--- src/rtl/br_lite_ni_pkg.sv ---
// Shared BrLite flit/service types plus the NI's TX/RX state encodings.
// Flit = {source, target, service, payload, id}; id wraps at 2^BR_ID_W.
package br_lite_ni_pkg;

  localparam int BR_ADDR_W    = 16;
  localparam int BR_PAYLOAD_W = 32;
  localparam int BR_ID_W      = 8;

  typedef enum logic [1:0] {
    BR_SVC_ALL   = 2'd0,
    BR_SVC_TGT   = 2'd1,
    BR_SVC_CLEAR = 2'd2
  } br_service_t;

  typedef struct packed {
    logic [BR_ADDR_W-1:0]    src;
    logic [BR_ADDR_W-1:0]    tgt;
    br_service_t             service;
    logic [BR_PAYLOAD_W-1:0] payload;
    logic [BR_ID_W-1:0]      id;
  } br_data_t;

  typedef enum logic [1:0] {
    TX_IDLE     = 2'd0,
    TX_REQ      = 2'd1,
    TX_WAIT_LOW = 2'd2
  } tx_state_t;

  typedef enum logic {
    RX_IDLE = 1'b0,
    RX_ACK  = 1'b1
  } rx_state_t;

  // Only broadcast and targeted requests may be injected by the PE.
  function automatic logic br_svc_injectable(input br_service_t svc);
    return (svc == BR_SVC_ALL) || (svc == BR_SVC_TGT);
  endfunction

endpackage

--- src/rtl/br_lite_ni_fifo.sv ---
// First-word-fall-through flit FIFO, 1-cycle write-to-read latency.
// Full/empty come from registered pointers only; push when full and pop when empty are ignored.
module br_lite_ni_fifo
  import br_lite_ni_pkg::*;
#(
  parameter int DEPTH = 4
) (
  input  logic     clk_i,
  input  logic     rst_ni,
  input  logic     push,
  input  br_data_t push_dat,
  input  logic     pop,
  output br_data_t pop_dat,
  output logic     full,
  output logic     empty
);

  localparam int AW = $clog2(DEPTH);
  localparam logic [AW:0] PTR_ONE = (AW+1)'(1);

  br_data_t   mem [DEPTH];
  logic [AW:0] wr_ptr;
  logic [AW:0] rd_ptr;
  logic        do_push;
  logic        do_pop;

  // Extra pointer MSB distinguishes a full wrap from empty.
  assign empty   = (wr_ptr == rd_ptr);
  assign full    = (wr_ptr[AW] != rd_ptr[AW]) && (wr_ptr[AW-1:0] == rd_ptr[AW-1:0]);
  assign do_push = push && !full;
  assign do_pop  = pop && !empty;
  assign pop_dat = mem[rd_ptr[AW-1:0]];

  always_ff @(posedge clk_i or negedge rst_ni) begin
    if (!rst_ni) begin
      wr_ptr <= '0;
      rd_ptr <= '0;
    end else begin
      if (do_push) wr_ptr <= wr_ptr + PTR_ONE;
      if (do_pop)  rd_ptr <= rd_ptr + PTR_ONE;
    end
  end

  always_ff @(posedge clk_i) begin
    if (do_push) mem[wr_ptr[AW-1:0]] <= push_dat;
  end

endmodule

--- src/rtl/br_lite_ni.sv ---
// BrLite local-port NI: PE valid/ready <-> router 4-phase req/ack; req rises 1 cycle after accept.
// TX stalls on router busy; RX withholds ack while its FIFO is full. BR_LITE_NI_STATS_EN adds tx/rx counters.
module br_lite_ni
  import br_lite_ni_pkg::*;
#(
  parameter logic [BR_ADDR_W-1:0] ADDRESS  = 16'h0000,
  parameter int                   RX_DEPTH = 4
) (
  input  logic                    clk_i,
  input  logic                    rst_ni,
  input  logic                    tx_valid_i,
  output logic                    tx_ready_o,
  input  logic [BR_ADDR_W-1:0]    tx_target_i,
  input  br_service_t             tx_service_i,
  input  logic [BR_PAYLOAD_W-1:0] tx_payload_i,
  output logic                    tx_err_o,
  output logic                    rx_valid_o,
  input  logic                    rx_ready_i,
  output br_data_t                rx_data_o,
  output br_data_t                rtr_flit_o,
  output logic                    rtr_req_o,
  input  logic                    rtr_ack_i,
  input  logic                    rtr_busy_i,
  input  br_data_t                rtr_flit_i,
  input  logic                    rtr_req_i,
  output logic                    rtr_ack_o
`ifdef BR_LITE_NI_STATS_EN
  ,
  output logic [31:0]             tx_cnt_o,
  output logic [31:0]             rx_cnt_o
`endif
);

  tx_state_t          tx_state;
  rx_state_t          rx_state;
  logic [BR_ID_W-1:0] id_cnt;
  logic               tx_fire;
  logic               tx_done;
  logic               rx_push;
  logic               rx_pop;
  logic               fifo_full;
  logic               fifo_empty;

  // Ready is forced low while reset is asserted, not just once the FSM settles.
  assign tx_ready_o = rst_ni && (tx_state == TX_IDLE) && !rtr_busy_i;
  assign tx_fire    = tx_valid_i && tx_ready_o;
  assign tx_done    = (tx_state == TX_REQ) && rtr_ack_i;

  always_ff @(posedge clk_i or negedge rst_ni) begin
    if (!rst_ni) begin
      tx_state   <= TX_IDLE;
      id_cnt     <= '0;
      rtr_req_o  <= 1'b0;
      rtr_flit_o <= '0;
      tx_err_o   <= 1'b0;
    end else begin
      tx_err_o <= 1'b0;
      case (tx_state)
        TX_IDLE: begin
          if (tx_fire) begin
            if (br_svc_injectable(tx_service_i)) begin
              rtr_flit_o <= '{src:     ADDRESS,
                              tgt:     tx_target_i,
                              service: tx_service_i,
                              payload: tx_payload_i,
                              id:      id_cnt};
              id_cnt     <= id_cnt + BR_ID_W'(1);
              rtr_req_o  <= 1'b1;
              tx_state   <= TX_REQ;
            end else begin
              tx_err_o <= 1'b1;
            end
          end
        end
        TX_REQ: begin
          if (tx_done) begin
            rtr_req_o <= 1'b0;
            tx_state  <= TX_WAIT_LOW;
          end
        end
        TX_WAIT_LOW: begin
          if (!rtr_ack_i) tx_state <= TX_IDLE;
        end
        default: begin
          rtr_req_o <= 1'b0;
          tx_state  <= TX_IDLE;
        end
      endcase
    end
  end

  // A flit is captured only from RX_IDLE, so each router request pushes exactly once.
  assign rx_push    = (rx_state == RX_IDLE) && rtr_req_i && !fifo_full;
  assign rx_valid_o = !fifo_empty;
  assign rx_pop     = rx_valid_o && rx_ready_i;

  always_ff @(posedge clk_i or negedge rst_ni) begin
    if (!rst_ni) begin
      rx_state  <= RX_IDLE;
      rtr_ack_o <= 1'b0;
    end else begin
      case (rx_state)
        RX_IDLE: begin
          if (rx_push) begin
            rtr_ack_o <= 1'b1;
            rx_state  <= RX_ACK;
          end
        end
        RX_ACK: begin
          if (!rtr_req_i) begin
            rtr_ack_o <= 1'b0;
            rx_state  <= RX_IDLE;
          end
        end
        default: begin
          rtr_ack_o <= 1'b0;
          rx_state  <= RX_IDLE;
        end
      endcase
    end
  end

  br_lite_ni_fifo #(
    .DEPTH(RX_DEPTH)
  ) u_rx_fifo (
    .clk_i   (clk_i),
    .rst_ni  (rst_ni),
    .push    (rx_push),
    .push_dat(rtr_flit_i),
    .pop     (rx_pop),
    .pop_dat (rx_data_o),
    .full    (fifo_full),
    .empty   (fifo_empty)
  );

`ifdef BR_LITE_NI_STATS_EN
  always_ff @(posedge clk_i or negedge rst_ni) begin
    if (!rst_ni) begin
      tx_cnt_o <= '0;
      rx_cnt_o <= '0;
    end else begin
      if (tx_done) tx_cnt_o <= tx_cnt_o + 32'd1;
      if (rx_push) rx_cnt_o <= rx_cnt_o + 32'd1;
    end
  end
`endif

endmodule

--- config.mk ---
export PLATFORM = sky130hd
export DESIGN_NAME = br_lite_ni
export DESIGN_NICKNAME = d
export VERILOG_FILES = /design/src/rtl/br_lite_ni_pkg.sv /design/src/rtl/br_lite_ni_fifo.sv /design/src/rtl/br_lite_ni.sv
export SDC_FILE = /design/constraint.sdc
export NUM_CORES = 1
export LEC_CHECK = 0
export BUFFER_PORTS_ARGS = -buffer_cell sky130_fd_sc_hd__clkbuf_2
export CAP_MARGIN = 25
export CORE_UTILIZATION = 30
export CTS_BUF_LIST = sky130_fd_sc_hd__clkbuf_8 sky130_fd_sc_hd__clkbuf_16
export DETAILED_ROUTE_END_ITERATION = 16
export GPL_TIMING_DRIVEN = 0
export HOLD_SLACK_MARGIN = 0.08
export PLACE_DENSITY_LB_ADDON = 0.12
export SLEW_MARGIN = 20
export SYNTH_ARGS = -nofsm -noshare
export SYNTH_HDL_FRONTEND = slang
export SYNTH_SLANG_ARGS = --single-unit
--- constraint.sdc ---
create_clock -name clk_i -period 7.3 [get_ports clk_i]
set_clock_uncertainty 0.15 [all_clocks]
set_input_delay 1.095 -clock clk_i [delete_from_list [all_inputs] [get_ports clk_i]]
set_output_delay 1.095 -clock clk_i [all_outputs]
set_load 0.02 [all_outputs]
# After elaboration in Yosys (flattened, before gate mapping)
# Memory sizes are Yosys's and may differ from the RTL's.
# Index checks and enable logic that the tools add are counted.
dict set report totals {
  ram_bits 296
  output_inout_bits 153
  ff_bits 78
  memories 1
  inputBits 131
  wordCells 70
}
dict set report op_classes {
  n_eq_ne 12
  muxes 20
  bitwise_logic 2
  reduce_logical 20
  n_addsub 3
}
# memory words width rd rd_ports_with_merged_regs wr line_no
set mem_list {}
lappend mem_list {u_rx_fifo.mem 4 74 1 0 1 br_lite_ni_fifo.sv:21} ;# br_data_t mem [DEPTH];
# cell count
set ops {}
lappend ops {{1-bit 2-to-1 mux} 12}
lappend ops {{1-bit logical AND} 10}
lappend ops {{8-bit by 1-bit adder with 8-bit output (second input constant)} 1}
lappend ops {{2-bit 2-to-1 mux} 4}
lappend ops {{2-bit inequality test (second input constant)} 4}
lappend ops {{4-bit AND reduction} 2}
lappend ops {{3-bit by 1-bit adder with 3-bit output (second input constant)} 2}
lappend ops {{2-bit case mux with 3 select lines} 1}
lappend ops {{2-bit by 1-bit == test with 1-bit output (second input constant)} 2}
lappend ops {{2-bit zero test} 2}
lappend ops {{2-bit by 1-bit inequality test with 1-bit output (second input constant)} 2}
lappend ops {{1-bit case mux with 2 select lines} 2}
lappend ops {{3-bit == test} 1}
lappend ops {{1-bit zero test} 3}
lappend ops {{1-bit case mux with 3 select lines} 1}
lappend ops {{3-bit AND reduction} 1}
lappend ops {{2-bit == test} 1}
lappend ops {{2-bit == test (second input constant)} 1}
lappend ops {{1-bit NOT} 2}
lappend ops {{2-bit AND reduction} 1}
lappend ops {{1-bit logical OR} 1}
lappend ops {{1-bit inequality test} 1}

# Depth between registers and ports, before layout
# Gate-level depths: netlist of the first run.
dict set report depth {
  depth_word 7
  depth_mapped 6
}

# By module
# A second synthesis of the first run with hierarchy kept.
dict set report hier_totals {
  cells_unflattened 633
  area_unflattened_um2 14320.0
}
# mod area_per_inst_um2 n_inst cells_per_inst
set by_module_without_submodules {}
lappend by_module_without_submodules {br_lite_ni_fifo 11167.0 1 436}
lappend by_module_without_submodules {br_lite_ni 3153.0 1 197}

# Least setup slack after synthesis of the first run
# OpenSTA, ideal clock, no wires.
dict set report synth_path {
  path_kind {input -> register}
  startpoint {input port rtr_req_i}
  endpoint {memory u_rx_fifo.mem[0][0] in the netlist's numbering, enable pin}
  stages 3
  setup_ns 0.440
  t_arrival_ns 3.229
  setup_slack_ns 3.480
  required_time_ns 6.710
  path_buffers 0
  cell_sequence {nor2b_1 -> o31a_1 -> and2_1}
}
dict set report synth_via {
  elab_chain_cells 5
}
# element line_no
set synth_rtl {}
lappend synth_rtl {{start: declaration} br_lite_ni.sv:25} ;# input logic rtr_req_i,
lappend synth_rtl {{1-bit logical AND (2 in a row)} br_lite_ni.sv:93} ;# assign rx_push = (rx_state == RX_IDLE) && rtr_req_i && !fifo_full;
lappend synth_rtl {{1-bit logical AND} br_lite_ni_fifo.sv:30} ;# assign do_push = push && !full;
lappend synth_rtl {{1-bit 2-to-1 mux} br_lite_ni_fifo.sv:45} ;# if (do_push) mem[wr_ptr[AW-1:0]] <= push_dat;
lappend synth_rtl {{1-bit 2-to-1 mux (implied by the code)} br_lite_ni_fifo.sv:45}
lappend synth_rtl {{end: declaration} br_lite_ni_fifo.sv:21}
# Every way passes these cells.

==> results_tabular.tex, run 1 <==
\begin{tabular}{lr}
\hline
Metric & Value \\
\hline
\multicolumn{2}{l}{\textbf{Status}} \\
\quad Status & finished clean \\
\multicolumn{2}{l}{\textbf{Clocking}} \\
\quad Number of buffers on the longest clock path & 3 \\
\quad Clock latency at the later pin of the worst-skew pair & 0.55 ns \\
\quad Sink Count & 374 \\
\quad Hold-fix buffers, CTS & 0 \\
\quad Deepest level of the CTS H-tree & 2 \\
\quad CTS buffer count & 42 \\
\quad Post-CTS setup buffer count & 0 \\
\quad Post-CTS resize count & 0 \\
\quad Clock-pin transition on the worst setup and hold timing paths & 0.06 ns \\
\quad CTS tree & yes \\
\quad Root buffer selected by CTS & sky130\_fd\_sc\_hd\_\_clkbuf\_16 \\
\multicolumn{2}{l}{\textbf{Placement}} \\
\quad Placement Cell Area & 16500 µm² \\
\quad Post-detail-place hpwl & 19000 µm \\
\quad Count of buffers from port buffering & 267 \\
\quad Global placement routability congestion & 0.659 \\
\multicolumn{2}{l}{\textbf{Setup path}} \\
\quad Logic depth of the worst register-to-register path & 5 \\
\quad Slowest cell delay on critical path & 0.62 ns \\
\quad Ordered list of cells on the worst path & buf\_1, clkbuf\_1, mux4\_2, clkbuf\_2 \\
\quad Critical R2R Capture & u\_rx\_fifo.mem[3][23] \\
\quad Launching point of the worst reg2reg path & u\_rx\_fifo.rd\_ptr[0] \\
\quad Crit path max fanout & 10 \\
\quad Worst-path cell with the longest stage delay & sky130\_fd\_sc\_hd\_\_buf\_1 \\
\quad Endpoint class of the critical path & output port \\
\quad Startpoint types & flop \\
\quad Required time of the worst setup path & between 6 and 7 ns \\
\quad Critical path class & reg2out \\
\quad Worst-case register-to-register setup slack & 4.55 ns \\
\quad WP data arrival & 2.85 ns \\
\multicolumn{2}{l}{\textbf{Detailed routing}} \\
\quad Routed wire length & 30200 µm \\
\quad Routed length per instance & 19.0 µm \\
\quad Vias per cell & 4.34 \\
\quad Routed wire length on met3 & 2660 µm \\
\quad Highest layer used for signal routing & met5 \\
\quad Met2 WL & 14000 µm \\
\quad First-pass iteration count of the detailed router & 6 \\
\quad Antenna viol nets, final & 0 \\
\quad Iteration-0 DRC Markers & about 330 \\
\quad DRC violations left & 0 \\
\quad Total routed wire length on the met1 layer & 12900 µm \\
\quad Routed vias & 6887 \\
\multicolumn{2}{l}{\textbf{Timing}} \\
\quad Min Hold Slack & $\sim$0.33 ns \\
\quad Share of the clock period used by the worst path after layout & a little under three fifths \\
\quad Number of hold-slack violations in the final timing report & 0 \\
\quad Max Transition Viols Final & 0 \\
\quad Post-layout min period & around 4.1 ns \\
\quad Worst rel slew slack & 31.8\% \\
\quad Unrepaired setup endpoints after global routing & false \\
\quad Number of setup violations in the final report & 0 \\
\quad Peak clock frequency supported by timing & 0.244 GHz \\
\quad Sum of negative setup slack & 0 ns \\
\quad Slew @ Worst Pin & 1.01 ns \\
\multicolumn{2}{l}{\textbf{Global routing}} \\
\quad Overflow left after global routing & 0 \\
\quad Wire length of the first global-routing pass & 45400 µm \\
\quad Vias in the first global route & between 7000 and 8000 \\
\quad GRT Util Overall & 12.7\% \\
\quad Initial antenna violation count & 1 \\
\quad Largest net degree at the start of global routing & 80 \\
\multicolumn{2}{l}{\textbf{Min path}} \\
\quad Worst Hold Class & reg2reg \\
\quad Launch instance of the worst min-delay path & id\_cnt[7] \\
\quad Worst-case hold path end point & id\_cnt[7] \\
\quad Worst hold path stage count & 1 \\
\multicolumn{2}{l}{\textbf{Die}} \\
\quad Chip Width & 219 µm \\
\quad Core area & 46600 µm² \\
\quad Full die area & just under 50000 µm² \\
\quad Starting Density & between 30\% and 40\% \\
\quad Std cell rows & 79 \\
\quad Top Ports & 284 \\
\quad Height of the die & 219 µm \\
\multicolumn{2}{l}{\textbf{Logic synthesis}} \\
\quad Synth Cell Area & approximately 14000 µm² \\
\quad Area share of the largest cell type after synthesis & 62.8\% \\
\quad Synth top cells by count & sky130\_fd\_sc\_hd\_\_edfxtp\_1, sky130\_fd\_sc\_hd\_\_dfrtp\_1, sky130\_fd\_sc\_hd\_\_mux4\_2 \\
\quad Most common cell in the synthesized netlist & sky130\_fd\_sc\_hd\_\_edfxtp\_1 \\
\quad Dominant combinational cell family by area after synthesis & multiplexers \\
\quad Yosys warnings & 0 \\
\quad Number of synthesized flops with an enable pin & around 300 \\
\quad Syn Area/Cell & 23.0 µm² \\
\quad Cell taking the most area after synthesis & sky130\_fd\_sc\_hd\_\_edfxtp\_1 \\
\quad Synthesized flop and latch total & 374 \\
\quad Instance count of the mapped netlist & about 610 \\
\quad Part of the Yosys area used for sequential elements & 76.6\% \\
\quad Arithmetic-cell share of the synthesized area counting full adders, half adders and majority gates & less than 1\% \\
\quad Number of library cell types mapped by synthesis & 36 \\
\quad Xor/xnor cell area share of the yosys netlist & less than 1\% \\
\quad Synth Flop Type & sky130\_fd\_sc\_hd\_\_edfxtp\_1 \\
\quad Fraction of registers with async set/reset & 20.9\% \\
\quad Compound-Gate Fraction of Synth Area & 0.460\% \\
\quad Multiplexer area fraction after synthesis & 18.0\% \\
\quad Simple-gate share of the synthesized area & approximately 1.3\% \\
\quad Cells taking the most area after synthesis & sky130\_fd\_sc\_hd\_\_edfxtp\_1, sky130\_fd\_sc\_hd\_\_dfrtp\_1, sky130\_fd\_sc\_hd\_\_mux4\_2, sky130\_fd\_sc\_hd\_\_mux2\_4, sky130\_fd\_sc\_hd\_\_buf\_4 \\
\multicolumn{2}{l}{\textbf{Power and ir drop}} \\
\quad Total internal power & between 4000 and 5000 µW \\
\quad Power density relative to cell area & 392 nW/µm² \\
\quad Worst IR Drop VDD & 212 µV \\
\quad Power share of the sequential group & between 40\% and 50\% \\
\quad Clock power share & between 20\% and 30\% \\
\quad Gate power share & 30.6\% \\
\quad Net switching component of the power & 2220 µW \\
\quad Leakage component of the power & 0.00699 µW \\
\quad Sw Share & about a third \\
\multicolumn{2}{l}{\textbf{Final layout}} \\
\quad Area growth from synthesis to final layout & 25.9\% \\
\quad Number of fillers in the final layout & 4320 \\
\quad Number of antenna cells inserted & 0 \\
\quad Number of nets in the final layout & 1083 \\
\quad Share of layout cells above drive strength 1 & roughly 52\% \\
\quad Post-route cell area & 17800 µm² \\
\multicolumn{2}{l}{\textbf{Run}} \\
\quad Number of max-cap violations & 0 \\
\hline
\end{tabular}
logic make-up after synthesis:
kind of cell,count (synthesis)
AND/OR/NAND/NOR,29
AO/OA/AOI/OAI,9
other,1
adder cells (fa/ha/maj),6
buffers and inverters,46
XOR/XNOR,16
multiplexers,133
flip-flops,374
cell type report:
cell class                 instances  area (µm²)  share of cell area (%)
inverter                           6        32.5                   0.183
sequential                       374       10800                    60.9
tap                              607         759                    4.27
multi-input combinational        209        3070                    17.2
buffer                            40         269                    1.51
clock buffer                      47        1150                    6.48
clock inverter                    31         195                    1.10
timing repair buffer             273        1480                    8.32
worst max-delay path by stage:
stage	from	to	slack, ns
5_1_grt	u_rx_fifo.rd_ptr[1]	rx_data_o[63]	2.98
3_5_place_dp	rst_ni	tx_ready_o	3.42
3_3_place_gp	rtr_req_i	u_rx_fifo.mem[1][37]	1.47
2_1_floorplan	rtr_req_i	u_rx_fifo.mem[0][0]	3.48
6_report	u_rx_fifo.rd_ptr[1]	rx_data_o[52]	3.20
4_1_cts	u_rx_fifo.rd_ptr[1]	rx_data_o[63]	3.01
power groups by stage:
stage,Sequential [µW],Clock [µW],Combinational (µW)
after floorplan,2950,0,1330
after global placement,2890,0,2170
after detailed placement,2850,0,2220
after CTS,2820,2120,2220
after global routing,2850,2190,2320
final,2810,2030,2140
registers in the layout (all words and copies together) (netlist names):
signal / flops
id_cnt: 8
rtr_ack_o: 1
rtr_flit_o: 58
rtr_req_o: 1
rx_state: 1
tx_err_o: 1
tx_state: 2
u_rx_fifo.mem: 296
u_rx_fifo.rd_ptr: 3
u_rx_fifo.wr_ptr: 3
critical path, delay by kind of cell, from the launching register on:
kind | cells | cell delay [ns]
buffers and inverters | 3 | 1.42
flip-flops | 1 | 0.46
multiplexers | 1 | 0.42
routing by layer:
metal / up-vias / track usage, %
met5: - / 0
met4: 2 / 3.84
met3: 51 / 5.13
met2: 233 / 19.7
met1: 3480 / 16.2
li1: 3121 / -
stage by stage:
stage                     total power (µW)  instances  utilization, %  worst slack, ns
after global routing                  7350       1587            38.2             2.98
final                                 6980       1587            38.2             3.20
after CTS                             7150       1587            38.2             3.01
after global placement                5070       1503            35.0             1.47
after detailed placement              5070       1509            35.3             3.42
after floorplan                       4280        629               -             3.48
cell usage in the layout, fill, tap and decap left out, types with 2 or more instances in the layout:
cell type,instances
sky130_fd_sc_hd__xor2_1,8
sky130_fd_sc_hd__clkbuf_2,266
sky130_fd_sc_hd__clkbuf_1,4
sky130_fd_sc_hd__ha_1,6
sky130_fd_sc_hd__o311ai_0,2
sky130_fd_sc_hd__inv_1,15
sky130_fd_sc_hd__buf_2,8
sky130_fd_sc_hd__o21ai_0,3
sky130_fd_sc_hd__edfxtp_1,296
sky130_fd_sc_hd__clkbuf_16,45
sky130_fd_sc_hd__buf_4,17
sky130_fd_sc_hd__nand3_1,4
sky130_fd_sc_hd__buf_6,6
sky130_fd_sc_hd__buf_16,2
sky130_fd_sc_hd__nor2_1,2
sky130_fd_sc_hd__xnor2_1,8
sky130_fd_sc_hd__buf_12,4
sky130_fd_sc_hd__mux4_2,74
sky130_fd_sc_hd__nor3_1,2
sky130_fd_sc_hd__clkbuf_8,3
sky130_fd_sc_hd__clkinv_2,11
sky130_fd_sc_hd__inv_6,2
sky130_fd_sc_hd__clkinv_1,4
sky130_fd_sc_hd__mux2_4,56
sky130_fd_sc_hd__conb_1,16
sky130_fd_sc_hd__nand2b_1,2
sky130_fd_sc_hd__nor2b_1,2
sky130_fd_sc_hd__buf_1,5
sky130_fd_sc_hd__and2_1,2
sky130_fd_sc_hd__clkinvlp_4,2
sky130_fd_sc_hd__nand2_1,3
sky130_fd_sc_hd__dfrtp_1,78
sky130_fd_sc_hd__bufinv_16,2
sky130_fd_sc_hd__mux2_2,3
sky130_fd_sc_hd__nor4_1,3
sky130_fd_sc_hd__and2_4,3
(Power assumes the default switching activity.)
==> run 2, diff against run 1 <==
==> constraint.sdc (replaced) <==
create_clock -name clk_i -period 3.3 [get_ports clk_i]
set_clock_uncertainty 0.15 [all_clocks]
set_input_delay 0.495 -clock clk_i [delete_from_list [all_inputs] [get_ports clk_i]]
set_output_delay 0.495 -clock clk_i [all_outputs]
set_load 0.02 [all_outputs]
==> run 2 against run 1 <==
  * Final cell count grew 7.7%
  * Core utilization grew 2.6 points
  * Die area is the same
  * Register-to-register slack lost 4.0 ns
  * Flip-flop and latch count is the same
  * Total power grew 120%
  * Sequential power grew 120%
  * Critical endpoint is now tx_ready_o
  * Highest routed layer is now met4
==> results_tabular.tex, run 2 (synthesis results as in run 1) <==
\begin{tabular}{lr}
\hline
Metric & Value \\
\hline
\multicolumn{2}{l}{\textbf{Clocking}} \\
\quad Root buffer selected by CTS & sky130\_fd\_sc\_hd\_\_clkbuf\_16 \\
\quad Clock latency at the later pin of the worst-skew pair & 0.54 ns (about the same) \\
\quad CTS tree & yes \\
\quad Deepest level of the CTS H-tree & 2 (unchanged) \\
\quad Post-CTS setup buffer count & 0 (unchanged) \\
\quad CTS buffer count & 42 (unchanged) \\
\quad Clock-pin transition on the worst setup and hold timing paths & 0.06 ns (about the same) \\
\quad Number of buffers on the longest clock path & 3 (unchanged) \\
\quad Sink Count & 374 (unchanged) \\
\multicolumn{2}{l}{\textbf{Timing}} \\
\quad Peak clock frequency supported by timing & 0.319 GHz \\
\quad Worst rel slew slack & 30.1\% (-1.7 points) \\
\quad Unrepaired setup endpoints after global routing & false \\
\quad Number of setup violations in the final report & 0 (unchanged) \\
\quad Slew @ Worst Pin & 1.04 ns (+0.0252 ns) \\
\quad Share of the clock period used by the worst path after layout & a little over nine tenths \\
\quad Min Hold Slack & 0.117 ns (-0.212 ns) \\
\quad Sum of negative setup slack & 0 ns (unchanged) \\
\quad Number of hold-slack violations in the final timing report & 0 (unchanged) \\
\quad Post-layout min period & between 3 and 4 ns \\
\quad Max Transition Viols Final & 0 (unchanged) \\
\multicolumn{2}{l}{\textbf{Run}} \\
\quad Number of max-cap violations & 0 (unchanged) \\
\multicolumn{2}{l}{\textbf{Setup path}} \\
\quad WP data arrival & 2.49 ns (-0.36 ns) \\
\quad Required time of the worst setup path & 2.65 ns (-3.40 ns) \\
\quad Crit path max fanout & 79 (+69) \\
\quad Worst-case register-to-register setup slack & 0.57 ns (-3.98 ns) \\
\quad Startpoint types & input pin \\
\quad Logic depth of the worst register-to-register path & 5 (unchanged) \\
\quad Critical R2R Capture & u\_rx\_fifo.mem[2][18] \\
\quad Critical path class & in2out \\
\quad Endpoint class of the critical path & output port \\
\quad Launching point of the worst reg2reg path & u\_rx\_fifo.rd\_ptr[0] \\
\multicolumn{2}{l}{\textbf{Power and ir drop}} \\
\quad Post-route total power & 15400 µW (+120\%) \\
\quad Leakage component of the power & 0.00750 µW (+7.2\%) \\
\quad Power density relative to cell area & 808 nW/µm² (+110\%) \\
\quad Worst IR Drop VDD & 430 µV (+100\%) \\
\multicolumn{2}{l}{\textbf{Global routing}} \\
\quad Vias in the first global route & 8063 (+8.6\%) \\
\quad Initial antenna violation count & 0 (-1) \\
\quad Wire length of the first global-routing pass & 46600 µm (+2.8\%) \\
\quad Largest net degree at the start of global routing & 80 (unchanged) \\
\quad Overflow left after global routing & 0 (unchanged) \\
\quad GRT Util Overall & 12.9\% (+0.18 points) \\
\multicolumn{2}{l}{\textbf{Min path}} \\
\quad Worst hold path stage count & 3 (+2) \\
\quad Launch instance of the worst min-delay path & rx\_ready\_i \\
\quad Worst-case hold path end point & u\_rx\_fifo.rd\_ptr[0] \\
\quad Worst Hold Class & in2reg \\
\multicolumn{2}{l}{\textbf{Placement}} \\
\quad Placement Cell Area & 16400 µm² (about the same) \\
\quad Global placement routability congestion & 0.669 (+1.5\%) \\
\quad Count of buffers from port buffering & 267 (unchanged) \\
\quad DP Cell Count & 1508 (-0.066\%) \\
\quad Post-detail-place hpwl & 18900 µm (-0.86\%) \\
\multicolumn{2}{l}{\textbf{Final layout}} \\
\quad Post-route cell area & 19000 µm² (+6.8\%) \\
\quad Top library cells by usage in the layout, fill and taps aside & sky130\_fd\_sc\_hd\_\_edfxtp\_1, sky130\_fd\_sc\_hd\_\_clkbuf\_2, sky130\_fd\_sc\_hd\_\_dlygate4sd3\_1 \\
\quad Flip-flop count of the largest register, all copies and words added & 296 (unchanged) \\
\quad Non-filler instance count after layout & 1709 (+7.7\%) \\
\quad Most frequent standard cell in the layout excluding fill and tap cells & sky130\_fd\_sc\_hd\_\_edfxtp\_1 \\
\quad Number of antenna cells inserted & 0 (unchanged) \\
\quad Area growth from synthesis to final layout & 34.4\% \\
\quad Share of layout cells above drive strength 1 & 45.6\% (-6.2 points) \\
\quad Number of nets in the final layout & 1210 (+12\%) \\
\multicolumn{2}{l}{\textbf{Die}} \\
\quad Starting Density & 30.4\% (unchanged) \\
\quad Height of the die & 219 µm (unchanged) \\
\quad Chip Width & 219 µm (unchanged) \\
\quad Top Ports & 284 (unchanged) \\
\quad Core area & 46600 µm² (unchanged) \\
\quad Full die area & 48000 µm² (unchanged) \\
\quad Std cell rows & 79 (unchanged) \\
\multicolumn{2}{l}{\textbf{Detailed routing}} \\
\quad Routed length per instance & 17.8 µm (-6.3\%) \\
\quad Routed vias & 7323 (+6.3\%) \\
\quad DRC violations left & 0 (unchanged) \\
\quad Antenna viol nets, final & 0 (unchanged) \\
\quad Routed wire length & 30500 µm (+0.89\%) \\
\quad Vias per cell & 4.28 (-1.3\%) \\
\quad First-pass iteration count of the detailed router & 4 (-2) \\
\quad Iteration-0 DRC Markers & 329 (+0.92\%) \\
\multicolumn{2}{l}{\textbf{Status}} \\
\quad Status & finished clean \\
\hline
\end{tabular}
[run 2: cell types whose count changed in the layout (fill, tap and decap cells not counted), sizes merged]
cell,before,now
buf,42,40
clkbuf,318,315
dlygate4sd3,0,128
clkinvlp,2,1
[run 2: final cells by class]
| class | count | area (µm²) |
|---|---|---|
| well taps | 607 | 759 |
| multi-input cells | 209 | 3070 |
| clock inverters | 30 | 181 |
| repair buffers | 400 | 2760 |
| fillers | 4207 | 27500 |
| inverters | 6 | 32.5 |
| clock buffers | 43 | 1080 |
| plain buffers | 40 | 292 |
| flip-flops and latches | 374 | 10800 |
[run 2: power breakdown]
part	switching, µW	internal (µW)	total [µW]
logic	2810	2070	4880
clock network	1770	2500	4270
registers	292	5930	6220
[run 2: how the worst max path moves through the flow]
stage	start	end	slack, ns	cells past startpoint
5_1_grt	rst_ni	tx_ready_o	0.01	6
4_1_cts	u_rx_fifo.rd_ptr[0]	rx_data_o[19]	-0.13	5
3_3_place_gp	u_rx_fifo.rd_ptr[1]	u_rx_fifo.mem[3][28]	-1.55	3
6_report	rst_ni	tx_ready_o	0.17	6
3_5_place_dp	u_rx_fifo.rd_ptr[1]	rx_data_o[63]	0.24	4
2_1_floorplan	u_rx_fifo.rd_ptr[0]	u_rx_fifo.mem[3][0]	0.22	4
[run 2: timing repair]
action / in CTS / in global routing
hold buffers: 128 / 0
gates cloned: 0 / 0
hold endpoints to repair: 428 / 0
resized for setup: 6 / 11
endpoints found under the setup margin: 59 / 51
[run 2: per-layer routing]
| metal | up-vias | track usage [%] | part of all wire (%) |
|---|---|---|---|
| li1 | 3366 | - | - |
| met1 | 3679 | 16.3 | 44 |
| met2 | 235 | 20.9 | 48 |
| met3 | 43 | 3.65 | 6.4 |
| met4 | 0 | 4.81 | 2.2 |
| met5 | - | 0 | 0 |
[run 2: metrics by stage]
| stage | worst slack, ns | utilization [%] |
|---|---|---|
| floorplan | 0.222 | - |
| detailed placement | 0.245 | 35.3 |
| finish | 0.168 | 40.8 |
| CTS | -0.127 | 40.8 |
| global route | 0.0103 | 40.8 |
| global placement | -1.55 | 35.0 |
[run 2: critical path, cell delays in order]
cell,delay [ns]
sky130_fd_sc_hd__dlygate4sd3_1,0.56
sky130_fd_sc_hd__buf_8,0.48
sky130_fd_sc_hd__or4b_1,0.48
sky130_fd_sc_hd__buf_4,0.18
sky130_fd_sc_hd__inv_6,0.08
sky130_fd_sc_hd__clkbuf_2,0.18
==> run 3, diff against run 2 <==
--- a/config.mk
+++ b/config.mk
@@ -5,14 +5,15 @@
 export SDC_FILE = /design/constraint.sdc
 export NUM_CORES = 1
 export LEC_CHECK = 0
-export BUFFER_PORTS_ARGS = -buffer_cell sky130_fd_sc_hd__clkbuf_2
 export CAP_MARGIN = 25
 export CORE_UTILIZATION = 30
 export CTS_BUF_LIST = sky130_fd_sc_hd__clkbuf_8 sky130_fd_sc_hd__clkbuf_16
 export DETAILED_ROUTE_END_ITERATION = 16
+export DONT_BUFFER_PORTS = 1
 export GPL_TIMING_DRIVEN = 0
 export HOLD_SLACK_MARGIN = 0.08
 export PLACE_DENSITY_LB_ADDON = 0.12
+export REMOVE_ABC_BUFFERS = 1
 export SLEW_MARGIN = 20
 export SYNTH_ARGS = -nofsm -noshare
 export SYNTH_HDL_FRONTEND = slang
==> run 3 against run 2 <==
  * Clock power about the same
  * Sequential share of layout area is 4.7 points higher
  * Global-route usage shrank 0.68 points
  * Design area down 7.6%
  * Fmax increased by 5.1%
  * Critical path depth down 1
  * Worst setup slack gained 0.15 ns
  * Core utilization fell by 3.1 points
  * Largest cell class unchanged
  * Die area stayed put
  * Non-clock buffer count fell by 302
  * First-iteration DRC count is 29% lower
  * Clock-buffer cell count rose by 3
==> results_tabular.tex, run 3 (synthesis results as in run 1) <==
\begin{tabular}{lr}
\hline
Metric & Value \\
\hline
\multicolumn{2}{l}{\textbf{Status}} \\
\quad Status & finished clean \\
\multicolumn{2}{l}{\textbf{Power and ir drop}} \\
\quad Net switching component of the power & 4720 µW (-3.0\%) \\
\quad Total internal power & 10000 µW (-4.3\%) \\
\quad Gate power share & 25.6\% (-6.1 points) \\
\quad Sw Share & 32.0\% (+0.31 points) \\
\quad Clock power share & 29.1\% (+1.3 points) \\
\quad Power share of the sequential group & 45.3\% (+4.8 points) \\
\quad Leakage component of the power & 0.00627 µW (-16\%) \\
\quad Post-route total power & 14800 µW (-3.9\%) \\
\quad Worst IR Drop VDD & 438 µV (+1.8\%) \\
\quad Power density relative to cell area & 840 nW/µm² (+4.0\%) \\
\multicolumn{2}{l}{\textbf{Die}} \\
\quad Full die area & 48000 µm² (unchanged) \\
\quad Starting Density & 30.4\% (unchanged) \\
\quad Core area & 46600 µm² (unchanged) \\
\quad Top Ports & 284 (unchanged) \\
\quad Height of the die & 219 µm (unchanged) \\
\quad Std cell rows & 79 (unchanged) \\
\quad Chip Width & 219 µm (unchanged) \\
\multicolumn{2}{l}{\textbf{Min path}} \\
\quad Launch instance of the worst min-delay path & tx\_valid\_i \\
\quad Worst hold path stage count & 3 (unchanged) \\
\quad Worst-case hold path end point & rtr\_flit\_o[4] \\
\quad Worst Hold Class & in2reg \\
\multicolumn{2}{l}{\textbf{Placement}} \\
\quad Post-detail-place hpwl & 16900 µm (-10\%) \\
\quad Global placement routability congestion & 0.672 (+0.33\%) \\
\quad Count of buffers from port buffering & 0 (-100\%) \\
\multicolumn{2}{l}{\textbf{Final layout}} \\
\quad Flip-flop count of the largest register, all copies and words added & 296 (unchanged) \\
\quad Number of fillers in the final layout & 4193 (-0.33\%) \\
\quad Share of layout cells above drive strength 1 & 26.9\% (-19 points) \\
\quad Area growth from synthesis to final layout & 24.2\% \\
\quad Most frequent standard cell in the layout excluding fill and tap cells & sky130\_fd\_sc\_hd\_\_edfxtp\_1 \\
\quad Number of nets in the final layout & 910 (-25\%) \\
\quad Top library cells by usage in the layout, fill and taps aside & sky130\_fd\_sc\_hd\_\_edfxtp\_1, sky130\_fd\_sc\_hd\_\_dlygate4sd3\_1, sky130\_fd\_sc\_hd\_\_dfrtp\_1 \\
\multicolumn{2}{l}{\textbf{Detailed routing}} \\
\quad DRC violations left & 0 (unchanged) \\
\quad Antenna viol nets, final & 0 (unchanged) \\
\quad Routed wire length & 28900 µm (-5.1\%) \\
\quad Routed length per instance & 20.5 µm (+15\%) \\
\quad Vias per cell & 4.46 (+4.2\%) \\
\quad Routed vias & 6306 (-14\%) \\
\quad First-pass iteration count of the detailed router & 4 (unchanged) \\
\quad Iteration-0 DRC Markers & 235 (-29\%) \\
\multicolumn{2}{l}{\textbf{Global routing}} \\
\quad Wire length of the first global-routing pass & 42800 µm (-8.2\%) \\
\quad GRT Util Overall & 12.2\% (-0.68 points) \\
\quad Overflow left after global routing & 0 (unchanged) \\
\quad Largest net degree at the start of global routing & 79 (-1.3\%) \\
\quad Initial antenna violation count & 2 (+2) \\
\quad Vias in the first global route & 7051 (-13\%) \\
\multicolumn{2}{l}{\textbf{Timing}} \\
\quad Unrepaired setup endpoints after global routing & false \\
\quad Min Hold Slack & 0.180 ns (+0.0637 ns) \\
\quad Post-layout min period & 2.98 ns (-0.153 ns) \\
\quad Number of setup violations in the final report & 0 (unchanged) \\
\quad Slew @ Worst Pin & 0.744 ns (-0.291 ns) \\
\quad Number of hold-slack violations in the final timing report & 0 (unchanged) \\
\quad Worst rel slew slack & 49.6\% (+19 points) \\
\quad Share of the clock period used by the worst path after layout & 90.3\% (-4.6 points) \\
\quad Peak clock frequency supported by timing & 0.336 GHz (+5.1\%) \\
\quad Max Transition Viols Final & 0 (unchanged) \\
\multicolumn{2}{l}{\textbf{Setup path}} \\
\quad Required time of the worst setup path & 3.37 ns (+0.72 ns) \\
\quad Launching point of the worst reg2reg path & u\_rx\_fifo.rd\_ptr[0] \\
\quad Critical R2R Capture & u\_rx\_fifo.mem[1][21] \\
\quad Startpoint types & flop \\
\quad WP data arrival & 3.05 ns (+0.56 ns) \\
\quad Crit path max fanout & 42 (-47\%) \\
\quad Critical path class & reg2reg \\
\quad Endpoint class of the critical path & flop \\
\quad Logic depth of the worst register-to-register path & 5 (unchanged) \\
\quad Worst-case register-to-register setup slack & 0.32 ns (-0.25 ns) \\
\multicolumn{2}{l}{\textbf{Clocking}} \\
\quad Clock-pin transition on the worst setup and hold timing paths & 0.06 ns (about the same) \\
\quad Number of buffers on the longest clock path & 3 (unchanged) \\
\quad CTS tree & yes \\
\quad Sink Count & 374 (unchanged) \\
\quad Deepest level of the CTS H-tree & 2 (unchanged) \\
\quad CTS buffer count & 41 (-2.4\%) \\
\quad Clock latency at the later pin of the worst-skew pair & 0.55 ns (about the same) \\
\quad Root buffer selected by CTS & sky130\_fd\_sc\_hd\_\_clkbuf\_16 \\
\multicolumn{2}{l}{\textbf{Run}} \\
\quad Number of max-cap violations & 0 (unchanged) \\
\hline
\end{tabular}
==> run 3: final cells by class <==
type / count / area [µm²] / area share (%)
inverters: 6 / 32.5 / 0.185
clock buffers: 46 / 1120 / 6.36
clock inverters: 28 / 189 / 1.08
repair buffers: 138 / 1520 / 8.67
flip-flops and latches: 374 / 10800 / 61.7
multi-input cells: 212 / 3090 / 17.6
well taps: 607 / 759 / 4.32
diodes: 2 / 5.00 / 0.0285
==> run 3: worst max-delay path, stage by stage, from the launching register on <==
cell	delay, ns
sky130_fd_sc_hd__dfrtp_4	0.67
sky130_fd_sc_hd__buf_16	0.28
sky130_fd_sc_hd__xor2_1	0.40
sky130_fd_sc_hd__o31a_2	0.37
sky130_fd_sc_hd__and2_4	0.43
sky130_fd_sc_hd__buf_16	0.30
==> run 3: metal layers <==
layer / wire length (µm) / track usage [%] / vias to the layer above
li1: - / - / 2784
met3: 2410 / 4.74 / 40
met1: 11500 / 14.2 / 3254
met4: 553 / 3.84 / 0
met5: 0 / 0 / -
met2: 14500 / 20.6 / 228
==> run 3: stage by stage <==
step	instances	TNS [ns]	cell area, µm²	util (%)	worst slack (ns)
final	1413	0	17600	37.7	0.321
after global routing	1413	0	17600	37.7	0.0588
after CTS	1411	0	17600	37.7	0.0231
after detailed placement	1203	-29.71	14900	32.0	-0.290
after global placement	1196	-1856.63	14700	31.6	-5.66
after floorplan	589	-847.68	13900	-	-2.61
==> run 3: worst max path at each step <==
| stage | start | to | cells past startpoint | slack, ns |
|---|---|---|---|---|
| 2_1_floorplan | u_rx_fifo.rd_ptr[0] | u_rx_fifo.mem[0][0] | 3 | -2.61 |
| 3_3_place_gp | u_rx_fifo.rd_ptr[0] | u_rx_fifo.mem[1][14] | 3 | -5.66 |
| 3_5_place_dp | u_rx_fifo.rd_ptr[0] | u_rx_fifo.mem[3][1] | 5 | -0.29 |
| 4_1_cts | u_rx_fifo.rd_ptr[0] | u_rx_fifo.mem[1][4] | 5 | 0.02 |
| 5_1_grt | u_rx_fifo.rd_ptr[0] | u_rx_fifo.mem[2][4] | 5 | 0.06 |
| 6_report | u_rx_fifo.rd_ptr[0] | u_rx_fifo.mem[1][21] | 5 | 0.32 |
==> run 3: power groups by stage <==
stage | Sequential (µW) | Combinational, µW | Clock, µW
2_1_floorplan | 6850 | 2630 | 0
3_3_place_gp | 7140 | 2970 | 0
3_5_place_dp | 6850 | 3580 | 0
4_1_cts | 6720 | 3930 | 4470
5_1_grt | 6790 | 4070 | 4640
6_report | 6690 | 3780 | 4290
==> run 3: timing repair <==
item | in CTS | in global routing
pin swaps | 3 | 0
hold buffers | 130 | 0
gates cloned | 3 | 0
endpoints found under the hold margin | 432 | 0
buffers inserted | 1 | 0
resized for setup | 1 | 1
setup endpoints to repair | 195 | 121
